### src/rtl/spike_period_encoder.sv
// Rate-coding spike generator: latches a spike period per pixel and emits one
// spike every `per` timesteps across a fixed window of T_STEPS timesteps.
module spike_period_encoder #(
  parameter int T_STEPS = 64,
  parameter int CNT_W   = 7
) (
  input  logic             clk,
  input  logic             rst,
  input  logic [7:0]       period_in,
  input  logic             load,
  input  logic             step,
  output logic             busy,
  output logic             spike,
  output logic [CNT_W-1:0] spike_count,
  output logic             done,
  output logic [1:0]       state_dbg
);

  localparam logic [1:0] IDLE = 2'd0;
  localparam logic [1:0] RUN  = 2'd1;
  localparam logic [1:0] DONE = 2'd2;

  localparam logic [CNT_W-1:0] T_LAST = CNT_W'(T_STEPS);

  // Handshake: load and step are single-cycle strobes sampled on the rising
  // edge; load is honoured only in IDLE, step only in RUN, everything else drops.
  logic [1:0]       state;
  logic [7:0]       per;
  logic [7:0]       phase;
  logic [CNT_W-1:0] steps;
  logic [CNT_W-1:0] steps_nxt;
  logic             silent;

  assign steps_nxt = steps + 1'b1;

  always_ff @(posedge clk) begin
    if (!rst) begin
      state       <= IDLE;
      per         <= 8'd0;
      phase       <= 8'd0;
      steps       <= '0;
      silent      <= 1'b0;
      spike       <= 1'b0;
      spike_count <= '0;
    end else begin
      spike <= 1'b0;
      case (state)
        IDLE: begin
          if (load) begin
            per         <= period_in;
            phase       <= period_in - 8'd1;
            silent      <= (period_in == 8'd0) || (period_in == 8'd255);
            steps       <= '0;
            spike_count <= '0;
            state       <= RUN;
          end
        end
        RUN: begin
          if (step) begin
            steps <= steps_nxt;
            // phase counts down to the step on which the next spike fires
            if (!silent) begin
              if (phase == 8'd0) begin
                spike       <= 1'b1;
                spike_count <= spike_count + 1'b1;
                phase       <= per - 8'd1;
              end else begin
                phase <= phase - 8'd1;
              end
            end
            if (steps_nxt == T_LAST) state <= DONE;
          end
        end
        DONE: state <= IDLE;
        default: state <= IDLE;
      endcase
    end
  end

  assign busy      = (state == RUN) || (state == DONE);
  assign done      = (state == DONE);
  assign state_dbg = state;

endmodule

### config.mk
export PLATFORM = sky130hd
export DESIGN_NAME = spike_period_encoder
export DESIGN_NICKNAME = d
export VERILOG_FILES = /design/src/rtl/spike_period_encoder.sv
export SDC_FILE = /design/constraint.sdc
export NUM_CORES = 1
export LEC_CHECK = 0
export CAP_MARGIN = 10
export CORE_MARGIN = 3
export CORE_UTILIZATION = 60
export CTS_BUF_LIST = sky130_fd_sc_hd__clkbuf_4 sky130_fd_sc_hd__clkbuf_8
export CTS_CLUSTER_DIAMETER = 80
export DETAILED_ROUTE_END_ITERATION = 7
export GPL_TIMING_DRIVEN = 1
export HOLD_SLACK_MARGIN = 0.06
export PLACE_DENSITY = 0.95
export SLEW_MARGIN = 10
export SYNTH_ARGS = -nofsm -noshare
export SYNTH_HDL_FRONTEND = slang
export SYNTH_SLANG_ARGS = --single-unit
### constraint.sdc
create_clock -name clk -period 4.2 [get_ports clk]
set_input_delay 0.84 -clock clk [delete_from_list [all_inputs] [get_ports clk]]
set_output_delay 0.84 -clock clk [all_outputs]
set_load 0.005 [all_outputs]
-- Yosys cells after proc, flatten, opt, wreduce, memory -nomap -nowiden
Index checks and enable logic that the tools add are counted.
- add/sub/neg operators: 5
- multipliers: 0
- divide/modulo/power cells: 0
- magnitude comparators: 0
- equality and inequality tests: 9
- shifts and indexed selects: 0
- multiplexer cells: 17
- bitwise operators: 3
- reductions and logical operators: 12
- operators by type and width (operator ; number):
    two-way mux 7 bit ; 5
    two-way mux 8 bit ; 4
    case mux 7 bit (2 select lines) ; 2
    subtractor 8 x 1 -> 8 bit (second input constant) ; 3
    zero test 8 bit ; 2
    case mux 8 bit (2 select lines) ; 1
    adder 7 x 1 -> 7 bit (second input constant) ; 2
    != test 2 bit (second input constant) ; 5
    equality test 8 bit (second input constant) ; 1
    equality test 7 bit (second input constant) ; 1
    two-way mux 2 bit ; 3
    AND reduction 3 bit ; 2
    AND reduction 5 bit ; 1
    case mux 2 bit (2 select lines) ; 1
    AND reduction 4 bit ; 1
    OR reduction 4 bit ; 1
    inverter 1 bit ; 3
    equality test 2 x 1 -> 1 bit (second input constant) ; 1
    equality test 2 bit (second input constant) ; 1
    zero test 2 bit ; 1
    logical OR 1 bit ; 2
    AND reduction 2 bit ; 1
    nonzero test 2 bit ; 1
    two-way mux 1 bit ; 1
- flip-flop bits (word level): 34
- bits in latches: 0
- memory bits (writable): 0
- bits in read-only memories: 0
- input bits: 12
- output and inout port bits: 12
- word-level logic and storage cells: 53
- memories: 0

-- Depth between registers and ports, before layout
Gate-level depths: netlist (run 1).
- depth after elaboration: 5
- mapped depth: 12
- depth with buffers taken out: 10

-- Worst setup path after synthesis (run 1)
No wires, ideal clock.
- kind: input -> register
- start: input port load
- end: register phase[6]
- setup time: 0.074 ns
- arrival: 1.982 ns
- required time: 4.126 ns
- setup slack: 2.144 ns
- cell stages on the path: 7
- buffers on the path: 2
- path through: and2_1 -> buf_6 -> a21oi_1 -> a21oi_1 -> clkbuf_1 -> o21ai_0 -> a31oi_1
- longest elaborated chain between the ends: 2
- RTL lines (element ; RTL line ; source):
    start: declaration ; 10 ; input logic load,
    != test 2 bit (no line) ; n/a ;
    AND reduction 4 bit (no line) ; n/a ;
    end signal: assignment ; 51 ; phase <= period_in - 8'd1;
    end signal: assignment ; 66 ; phase <= per - 8'd1;
    end signal: assignment ; 68 ; phase <= phase - 8'd1;
    end: declaration ; 29 ; logic [7:0] phase;
No other way between the ends.
A chain may end at the register's enable or synchronous reset.

-- Worst setup path after layout (run 1)
- start: register state[1], in the netlist state_dbg[1]
- end: register phase[7]
- longest elaborated chain between the ends: 3
- elaborated cells between the ends (all ways): 8
- classes of those cells: 4 x eq/ne; 1 x mux; 3 x reduce/logical
- RTL lines (element ; RTL line ; source):
    start: declaration ; 27 ; logic [1:0] state;
    start signal: assignment ; 38 ; state <= IDLE;
    start signal: assignment ; 55 ; state <= RUN;
    start signal: assignment ; 71 ; if (steps_nxt == T_LAST) state <= DONE;
    equality test 2 x 1 -> 1 bit / zero test 2 bit (equally long branches) ; 47 ; case (state)
    != test 2 bit (no line) / nonzero test 2 bit (equally long branches) ; n/a ;
    AND reduction 4 bit (no line) ; n/a ;
Several ways; a longest one is shown, not always the timed one.

==> results.yml, run 1 <==
layout:
  layout_common_cells: "dfxtp_1 (34), nor2_1 (30), a21oi_1 (27), nand2_1 (25), clkdlybuf4s50_1 (23)"
  fillCellCount: 233
  area_growth_pct: 14.9
  num_antenna_cells: 0
  nets: 274
  final_common_cell: "dfxtp_1"
  fin_cells: 285
  drive_gt1_share_pct: 5.91
critical_path:
  cp_num_buf_inv: 2
  critPathTopFamily: "compound AO/OA/AOI/OAI gates"
  worstPathRequired_ps: 4460
  reg2regPathDepth: 8
  worst_setup_path_end_kind: "register"
  reg2reg_from: "state_dbg[1]"
  crit_type: "reg2reg"
  crit_chain: "inv_1 > ha_1 > inv_1 > a311oi_1 > o22ai_1 > nor3_1 > a311oi_1 > nor3_1"
  r2r-end: "phase[7]"
  crit_slowest_cell: "ha_1"
  max_stage_delay_ps: 700
  worst-r2r-setup-slack_ps: 1360
  crit_arrival_ps: 3110
  worstSetupStartpointType: "register"
  path_max_fanout: 25
  path_depth: 8
clock_tree:
  clock_sinks: 34
  cts-root-buf: "clkbuf_4"
  cts_max_path_buffers: 2
  cts_hold_buf: 0
  ctsResizeCount: 0
  clk_latency_ps: 340
  numCtsBuffers: 5
  h-tree-depth: 2
  cts_tree: "done"
  post-cts-setup-buffers: 0
  clk_pin_slew_ps: 100
hold_path:
  worstHoldStart: "per[1]"
  hold_path_depth: 2
  hold_end: "per[1]"
  min_path_type: "reg2reg"
yosys:
  syn_area_sq_mm: 0.00184
  yosysSeqAreaShare_pct: 36.9
  yosysUniqueCellTypes: 37
  syn_nets: 251
  yosysWarnings: 0
  syn-instance-count: 232
  ys_seq_elements: 34
  syn_avg_cell_area_sq_um: 7.95
detailed_routing:
  vias: 1762
  first_pass_iters: 4
  ant_nets: 0
  drtIter0Drc: 76
  wire_per_inst_um: 14.1
  route.detailed.drc: 0
  wl_um: 4010
  vias_per_cell: 6.18
timing:
  finalSetupViolations: 0
  hold_viol_final: 0
  final_max_slew_viol_count: 0
  final.setup_skew_ps: 4.67
  worstMarginPinSlew_ps: 803
  whs_ps: 459
  period_minus_slack_ps: 2840
  finalSetupTns_ps: 0
  setup_slack_ps: 1360
  period_share_pct: 67.6
  relSlewSlack_pct: 46.5
  rsz0062_at_grt: "false"
  fmax_mhz: 352
die:
  die_area_sq_mm: 0.00377
  initial_utilization_pct: 64.6
  die_x_um: 61.4
  die_h_um: 61.4
  rows: 19
  coreArea_sq_mm: 0.00285
  io_pins: 24
global_route:
  overflow: 0
  track_usage_pct: 24.1
  grt_max_degree: 26
  antenna_found_initial: 0
  grt_pass1_wl_um: 6810
  grt_pass1_vias: 1526
run:
  drv_cap: 0
placed_design:
  placed_cells: 279
  io_buffers: 23
  hpwl_um: 2930
  pre_cts_ws_ps: 1400
  globalplace.congestion: 0.883
power_and_ir_drop:
  power.static_leakage_uw: 0.000742
  ir_worst_vdd_mv: 0.238
  powerDensity_mw_per_mm2: 379
  power_uw: 804
outcome:
  status: "completed"
==> routing by layer <==
metal  GRT usage (%)  share of wire (%)
met1            31.5                 45
met2            38.5                 46
met3            7.97                8.3
met4            6.06                1.0
met5               0                  0
==> area by class of cell <==
| cell class | count | area, sq um | share of cell area [%] |
|---|---|---|---|
| multi-input combinational | 179 | 1070 | 50.4 |
| sequential | 34 | 681 | 32.1 |
| timing repair buffer | 24 | 238 | 11.2 |
| clock buffer | 6 | 51.3 | 2.42 |
| inverter | 11 | 41.3 | 1.95 |
| tap | 31 | 38.8 | 1.83 |
==> worst min-delay path, cell delays in order (launching register included) <==
cell and delay [ps]:
dfxtp_1 320, nand2_1 50, a21oi_1 50
==> cell usage after synthesis <==
cell type	instances	area, sq um
dfxtp_1	34	681
nor2_1	30	113
a21oi_1	27	135
nand2_1	25	93.8
inv_1	10	37.5
o21ai_0	10	50.1
nand3_1	9	45.0
nor3_1	9	45.0
a211oi_1	8	60.1
xnor2_1	8	70.1
ha_1	7	87.6
a31oi_1	6	37.5
a21o_1	5	37.5
clkbuf_1	4	15.0
a311oi_1	3	26.3
and2_1	3	18.8
buf_6	3	33.8
nand4_1	3	18.8
or3_1	3	18.8
and3_1	2	12.5
and4_1	2	17.5
nand2b_1	2	12.5
nor3_2	2	20.0
nor4_1	2	12.5
nor4_4	2	42.5
or3b_2	2	17.5
a21oi_2	1	8.76
buf_2	1	5.00
clkinv_1	1	3.75
mux2i_1	1	10.0
nand4b_1	1	8.76
nor4_2	1	12.5
o2111ai_1	1	8.76
o21ai_1	1	5.00
o22ai_1	1	6.26
o31ai_1	1	7.51
xor2_1	1	8.76
==> flip-flops by register name, summed over array words and instances (netlist names) <==
register,count
state_dbg,2
phase,8
per,8
steps,7
spike_count,7
spike,1
silent,1
==> cell families after synthesis <==
logic type | synth area share [%]
AOI/OAI and AO/OA | 20.8
xor gates and xnor gates | 4.27
adders and majority gates | 4.75
buffers and inverters | 5.16
DFF | 36.9
muxes | 0.543
and+or+nand+nor | 27.6
==> stage by stage <==
step                      util (%)  area, sq um
after floorplan                  -         1840
after global placement        72.5         2070
after detailed placement      72.5         2070
after CTS                     74.3         2120
after global routing          74.3         2120
final                         74.3         2120
==> power by group <==
| group | switching, uW | internal [uW] | total (uW) |
|---|---|---|---|
| Clock | 103 | 75.4 | 178 |
| Sequential | 34.7 | 349 | 384 |
| Combinational | 142 | 99.6 | 241 |
==> how the worst max path moves through the flow <==
stage                 startpoint  slack [ps]  endpoint
floorplan                   load        2140  phase[6]
detailed placement  state_dbg[1]        1400  phase[7]
CTS                 state_dbg[1]        1390  phase[7]
finish              state_dbg[1]        1360  phase[7]
global placement    state_dbg[1]        1500  phase[7]
global route        state_dbg[1]         990  phase[7]
(Power assumes the default switching activity.)
==> inputs of run 2 (changes only) <==
--- a/config.mk
+++ b/config.mk
@@ -7,13 +7,13 @@
 export LEC_CHECK = 0
 export CAP_MARGIN = 10
 export CORE_MARGIN = 3
-export CORE_UTILIZATION = 60
+export CORE_UTILIZATION = 57
 export CTS_BUF_LIST = sky130_fd_sc_hd__clkbuf_4 sky130_fd_sc_hd__clkbuf_8
 export CTS_CLUSTER_DIAMETER = 80
 export DETAILED_ROUTE_END_ITERATION = 7
 export GPL_TIMING_DRIVEN = 1
 export HOLD_SLACK_MARGIN = 0.06
-export PLACE_DENSITY = 0.95
+export PLACE_DENSITY = 0.92
 export SLEW_MARGIN = 10
 export SYNTH_ARGS = -nofsm -noshare
 export SYNTH_HDL_FRONTEND = slang
==> constraint.sdc (replaced) <==
create_clock -name clk -period 2.8 [get_ports clk]
set_input_delay 0.56 -clock clk [delete_from_list [all_inputs] [get_ports clk]]
set_output_delay 0.56 -clock clk [all_outputs]
set_load 0.005 [all_outputs]
==> results.yml, run 2 (synthesized netlist as in run 1, its figures left out) <==
outcome:
  status: "completed"
detailed_routing:
  vias_per_cell: 5.84
  drtIter0Drc: 143
  ant_nets: 0
  route.detailed.drc: 0
  vias: 1759
  wl_um: 3920
  first_pass_iters: 4
  wire_per_inst_um: 13.0
die:
  rows: 20
  die_area_sq_mm: 0.00395
  die_h_um: 62.9
  coreArea_sq_mm: 0.00308
  io_pins: 24
  initial_utilization_pct: 59.9
  die_x_um: 62.9
power_and_ir_drop:
  ir_worst_vdd_mv: 0.319
  powerDensity_mw_per_mm2: 561
  power.static_leakage_uw: 0.000757
  power_uw: 1210
placed_design:
  placed_cell_area_sq_mm: 0.00211
  globalplace.congestion: 0.864
  io_buffers: 23
  placed_cells: 295
  hpwl_um: 2850
layout:
  finalInstanceArea_sq_mm: 0.00216
  drive_gt1_share_pct: 7.00
  nets: 277
  layout_common_cells: "dfxtp_1 (34), nor2_1 (30), a21oi_1 (27), nand2_1 (25), clkdlybuf4s50_1 (23)"
  fin_cells: 301
  top_regs: "per: 8 flops, phase: 8 flops"
  final_common_cell: "dfxtp_1"
  num_antenna_cells: 0
  area_growth_pct: 17.0
  regArea_sq_um: 681
  multi_input_area_sq_mm: 0.00107
  fillCellCount: 258
critical_path:
  crit_arrival_ps: 2470
  crit_type: "reg2reg"
  worstPathRequired_ps: 3070
  worst_setup_path_end_kind: "register"
  worstSetupStartpointType: "register"
  path_max_fanout: 24
timing:
  hold_viol_final: 0
  period_share_pct: 78.6
  finalSetupTns_ps: 0
  period_minus_slack_ps: 2200
  final_max_slew_viol_count: 0
  final.setup_skew_ps: 6.85
  finalSetupViolations: 0
  relSlewSlack_pct: 59.5
  worstMarginPinSlew_ps: 600
  rsz0062_at_grt: "false"
  fmax_mhz: 455
clock_tree:
  numCtsBuffers: 5
  post-cts-setup-buffers: 0
  clk_latency_ps: 340
  cts_max_path_buffers: 2
  cts_hold_buf: 0
  clock_sinks: 34
  cts-root-buf: "clkbuf_4"
  ctsResizeCount: 0
  h-tree-depth: 2
  clk_pin_slew_ps: 100
  cts_tree: "done"
global_route:
  grt_pass1_wl_um: 7000
  grt_max_degree: 25
  track_usage_pct: 22.2
  overflow: 0
  grt_pass1_vias: 1594
  antenna_found_initial: 0
run:
  drv_cap: 0
hold_path:
  min_path_type: "reg2reg"
==> run 2: layout make-up <==
class,instances,area share [%]
clock buffer,6,2.38
inverter,11,1.91
multi-input combinational,179,49.5
sequential,34,31.6
tap,44,2.55
timing repair buffer,27,12.1
==> run 2: where the power goes <==
group	leakage (uW)	switching [uW]	internal, uW
Clock	0.0000302	156	113
Combinational	0.000450	215	154
Sequential	0.000278	49.2	524
Total	0.000757	420	791
==> run 2: per-layer routing <==
layer  vias to the layer above  track usage (%)  part of all wire (%)
met2                        60             33.6                    45
met5                         -                0                     0
met3                         7             6.29                   7.0
met4                         0             10.2                   1.6
met1                       814             29.0                    47
li1                        878                -                     -
==> run 2: per-stage QoR <==
stage,hold WS [ps],utilization [%],worst slack (ps)
finish,467,70.1,600
global route,489,70.1,450
global placement,445,68.4,620
CTS,469,70.1,598
detailed placement,450,68.4,560
floorplan,436,-,866
==> run 2: worst paths after layout <==
check               startpoint       end  slack, ps  cells past startpoint
setup reg to reg  state_dbg[1]  phase[4]        600                     11
hold / removal          per[1]    per[1]        470                      2
setup / recovery  state_dbg[1]  phase[4]        600                     11
hold reg to reg         per[1]    per[1]        470                      2
==> run 2: critical path, cell delays in order (launching register included) <==
cell and delay, ps:
dfxtp_1 340, inv_1 120, ha_1 190, buf_4 260, nand3_1 140, o21ai_1 330, inv_1 90, ha_1 250
inv_1 70, nor2_1 50, xnor2_1 130, a21oi_1 160
==> edit (settings of run 2) <==
`CNT_W`: 7 -> 5.
--- a/src/rtl/spike_period_encoder.sv
+++ b/src/rtl/spike_period_encoder.sv
@@ -3,5 +3,5 @@
 module spike_period_encoder #(
   parameter int T_STEPS = 64,
-  parameter int CNT_W   = 7
+  parameter int CNT_W   = 5
 ) (
   input  logic             clk,
Interface: changed (resized spike_count); port bits go from 24 to 22. The function was not compared with the original's and may differ.
==> edit against run 2 <==
Worst setup slack better by 0.023 ns; routed wire length up 3.8%; final area down 7.0%; sequential cell count down 4; synthesized area down 8.8%; global-route usage up 3.0 points; final cell count down 13%; critical endpoint unchanged.
Power is not compared: it rests on default switching activity, and its combinational part moved more than twofold at a synthesized area within 25%.
==> edit: results (changes against run 2) <==
Placement
  • Port bufs: 21 (-8.7%)
  • Pre-CTS setup slack: 0.427 ns (-0.133 ns)
  • Dpl cell area: 0.00193 sq mm (-8.4%)
  • RePlAce Congestion: 0.890 (+3.0%)
  • DP HPWL: 2.95 mm (+3.4%)

Final layout
  • Share of cells above drive strength 1: 9.13% (+2.1 points)
  • Layout Nets: 248 (-10%)
  • Fill cell count: 227 (-12%)
  • Largest regs: per: 8 flops, phase: 8 flops
  • Inserted Diodes: 0 (unchanged)

Yosys
  • Most common flop cell mapped by yosys: dfxtp_1
  • Ranking of synthesized cells by area: dfxtp_1 36%, nand2_1 6.0%, a21oi_1 5.4%
  • Netlist cell types: 41 (+11%)
  • Async SR Flop Fraction: 0% (unchanged)
  • YS warnings: 0 (unchanged)
  • Post-synth top cells: 30 x dfxtp_1, 27 x nand2_1, 18 x a21oi_1
  • Post-synthesis sequential area ratio: 35.7% (-1.2 points)
  • Syn_nets: 224 (-11%)

Critical path
  • CP max stage delay: 0.34 ns (about the same)
  • Slowest CP cell: dfxtp_1
  • R2r setup slk: 0.62 ns (+0.02 ns)
  • RR Startpoint: state_dbg[1]$_SDFFE_PN0P_
  • Critical Path AT: 2.40 ns (-0.07 ns)
  • Crit path max fanout: 9 (-63%)
  • R2r worst-path depth: 10 (-1)
  • RR Endpoint: phase[4]$_SDFFE_PN0P_

Clock network
  • Post-CTS Setup Inserts: 0 (unchanged)
  • Cts bufs inserted: 5 (unchanged)
  • Post-cts resize count: 0 (unchanged)
  • Longest Clk Path Bufs: 2 (unchanged)
  • Root Buffer: clkbuf_4
  • Clk Latency, worst-skew pair: around 0.33 ns
  • Clock transition at path regs: around 0.090 ns
  • H-tree depth: 2 (unchanged)

Power
  • VDD IR max: around 740 uV
  • Leakage power: roughly 0.74 nW

Worst hold path
  • Hold path depth: 2 (unchanged)
  • Min-delay src: per[0]$_SDFFE_PN0P_
  • WHS Endpoint: per[0]$_SDFFE_PN0P_
  • Min-delay worst type: flop to flop

Global routing
  • All-layer global routing usage: 25.2% (+3.0 points)
  • Vias in the first global route: 1529 (-4.1%)
  • First-pass GRT wire length: 6.78 mm (-3.2%)
  • Largest net degree at the start of global routing: 22 (-12%)
  • Initial antenna violation count: 0 (unchanged)

Routing
  • Detailed Route WL: 4.07 mm (+3.8%)
  • Vias: 1670 (-5.1%)
  • DR pass1 iterations: 5 (+1)
  • Initial DRC Count: 128 (-10%)

Timing
  • Clock skew: 0.00260 ns (-0.00425 ns)
  • Min Hold Slack: 0.469 ns (+0.00196 ns)
  • Max-slew violation count: 0 (unchanged)
  • Rel. slew slack: 49.3% (-10 points)

Run status
  • Run status: finished, final reports clean
[edit: cell count changes in the layout (fill, tap and decap cells not counted), moves of 4 or more]
cell     delta
nor2_1     -14
a21oi_1     -9
nand3_1     -6
nor4b_1     +6
a211o_1     +5
nor3_1      -5
or2_2       +5
xnor2_1     -5
dfxtp_1     -4
inv_1       -4
[edit: metal layers]
metal  GRT usage, %  routed length (um)  part of all wire (%)
met5              0                   0                     0
met3           7.45                 285                   7.0
met1           29.8                1680                    41
met4           10.8                 104                   2.6
met2           42.3                2000                    49
[edit: cell families after synthesis]
group / after synthesis / share of synthesized area [%]
AO/OA/AOI/OAI: 59 / 23.4
XOR/XNOR: 6 / 3.12
adder cells (fa/ha/maj): 7 / 5.20
buffers and inverters: 14 / 3.12
flip-flops: 30 / 35.7
multiplexers: 3 / 1.78
AND/OR/NAND/NOR: 86 / 27.7
[edit: power breakdown]
group          leakage (nW)  internal (mW)  switching, mW  total (mW)
registers             0.245          0.521          0.127       0.648
logic                 0.448          0.356          0.499       0.855
clock network        0.0446          0.171          0.150       0.322
total                 0.738           1.05          0.776        1.82
[edit: cell type report]
class	instances	area [sq um]	share of cell area, %
Inverter	7	26.3	1.31
Sequential cell	30	601	29.9
Multi-Input combinational cell	161	1030	51.3
Clock buffer	8	78.8	3.93
Tap cell	31	38.8	1.93
Timing Repair Buffer	24	233	11.6
[edit: critical path: cells and delay by family (launching register included)]
| family | cells | cell delay, ns |
|---|---|---|
| xor+xnor | 1 | 0.16 |
| fa+ha+maj | 2 | 0.48 |
| simple gates | 1 | 0.12 |
| compound gates | 3 | 0.65 |
| flops | 1 | 0.34 |
| buf+inv | 3 | 0.32 |
[edit: through the flow]
stage | cells | utilization, %
2_1_floorplan | 205 | -
3_3_place_gp | 253 | 69.3
3_5_place_dp | 253 | 69.3
4_1_cts | 261 | 72.2
5_1_grt | 261 | 72.2
6_report | 261 | 72.2
[edit: how the worst max path moves through the flow]
stage / start / end / slack, ns / cells past startpoint
2_1_floorplan: state_dbg[1]$_SDFFE_PN0P_ / phase[4]$_SDFFE_PN0P_ / 0.74 / 10
3_3_place_gp: period_in[0] / phase[4]$_SDFFE_PN0P_ / 0.51 / 8
5_1_grt: state_dbg[1]$_SDFFE_PN0P_ / steps[3]$_SDFFE_PN0P_ / 0.48 / 7
3_5_place_dp: period_in[0] / phase[4]$_SDFFE_PN0P_ / 0.43 / 8
6_report: state_dbg[1]$_SDFFE_PN0P_ / phase[4]$_SDFFE_PN0P_ / 0.62 / 10
4_1_cts: state_dbg[0]$_SDFFE_PN0P_ / busy / 0.63 / 3
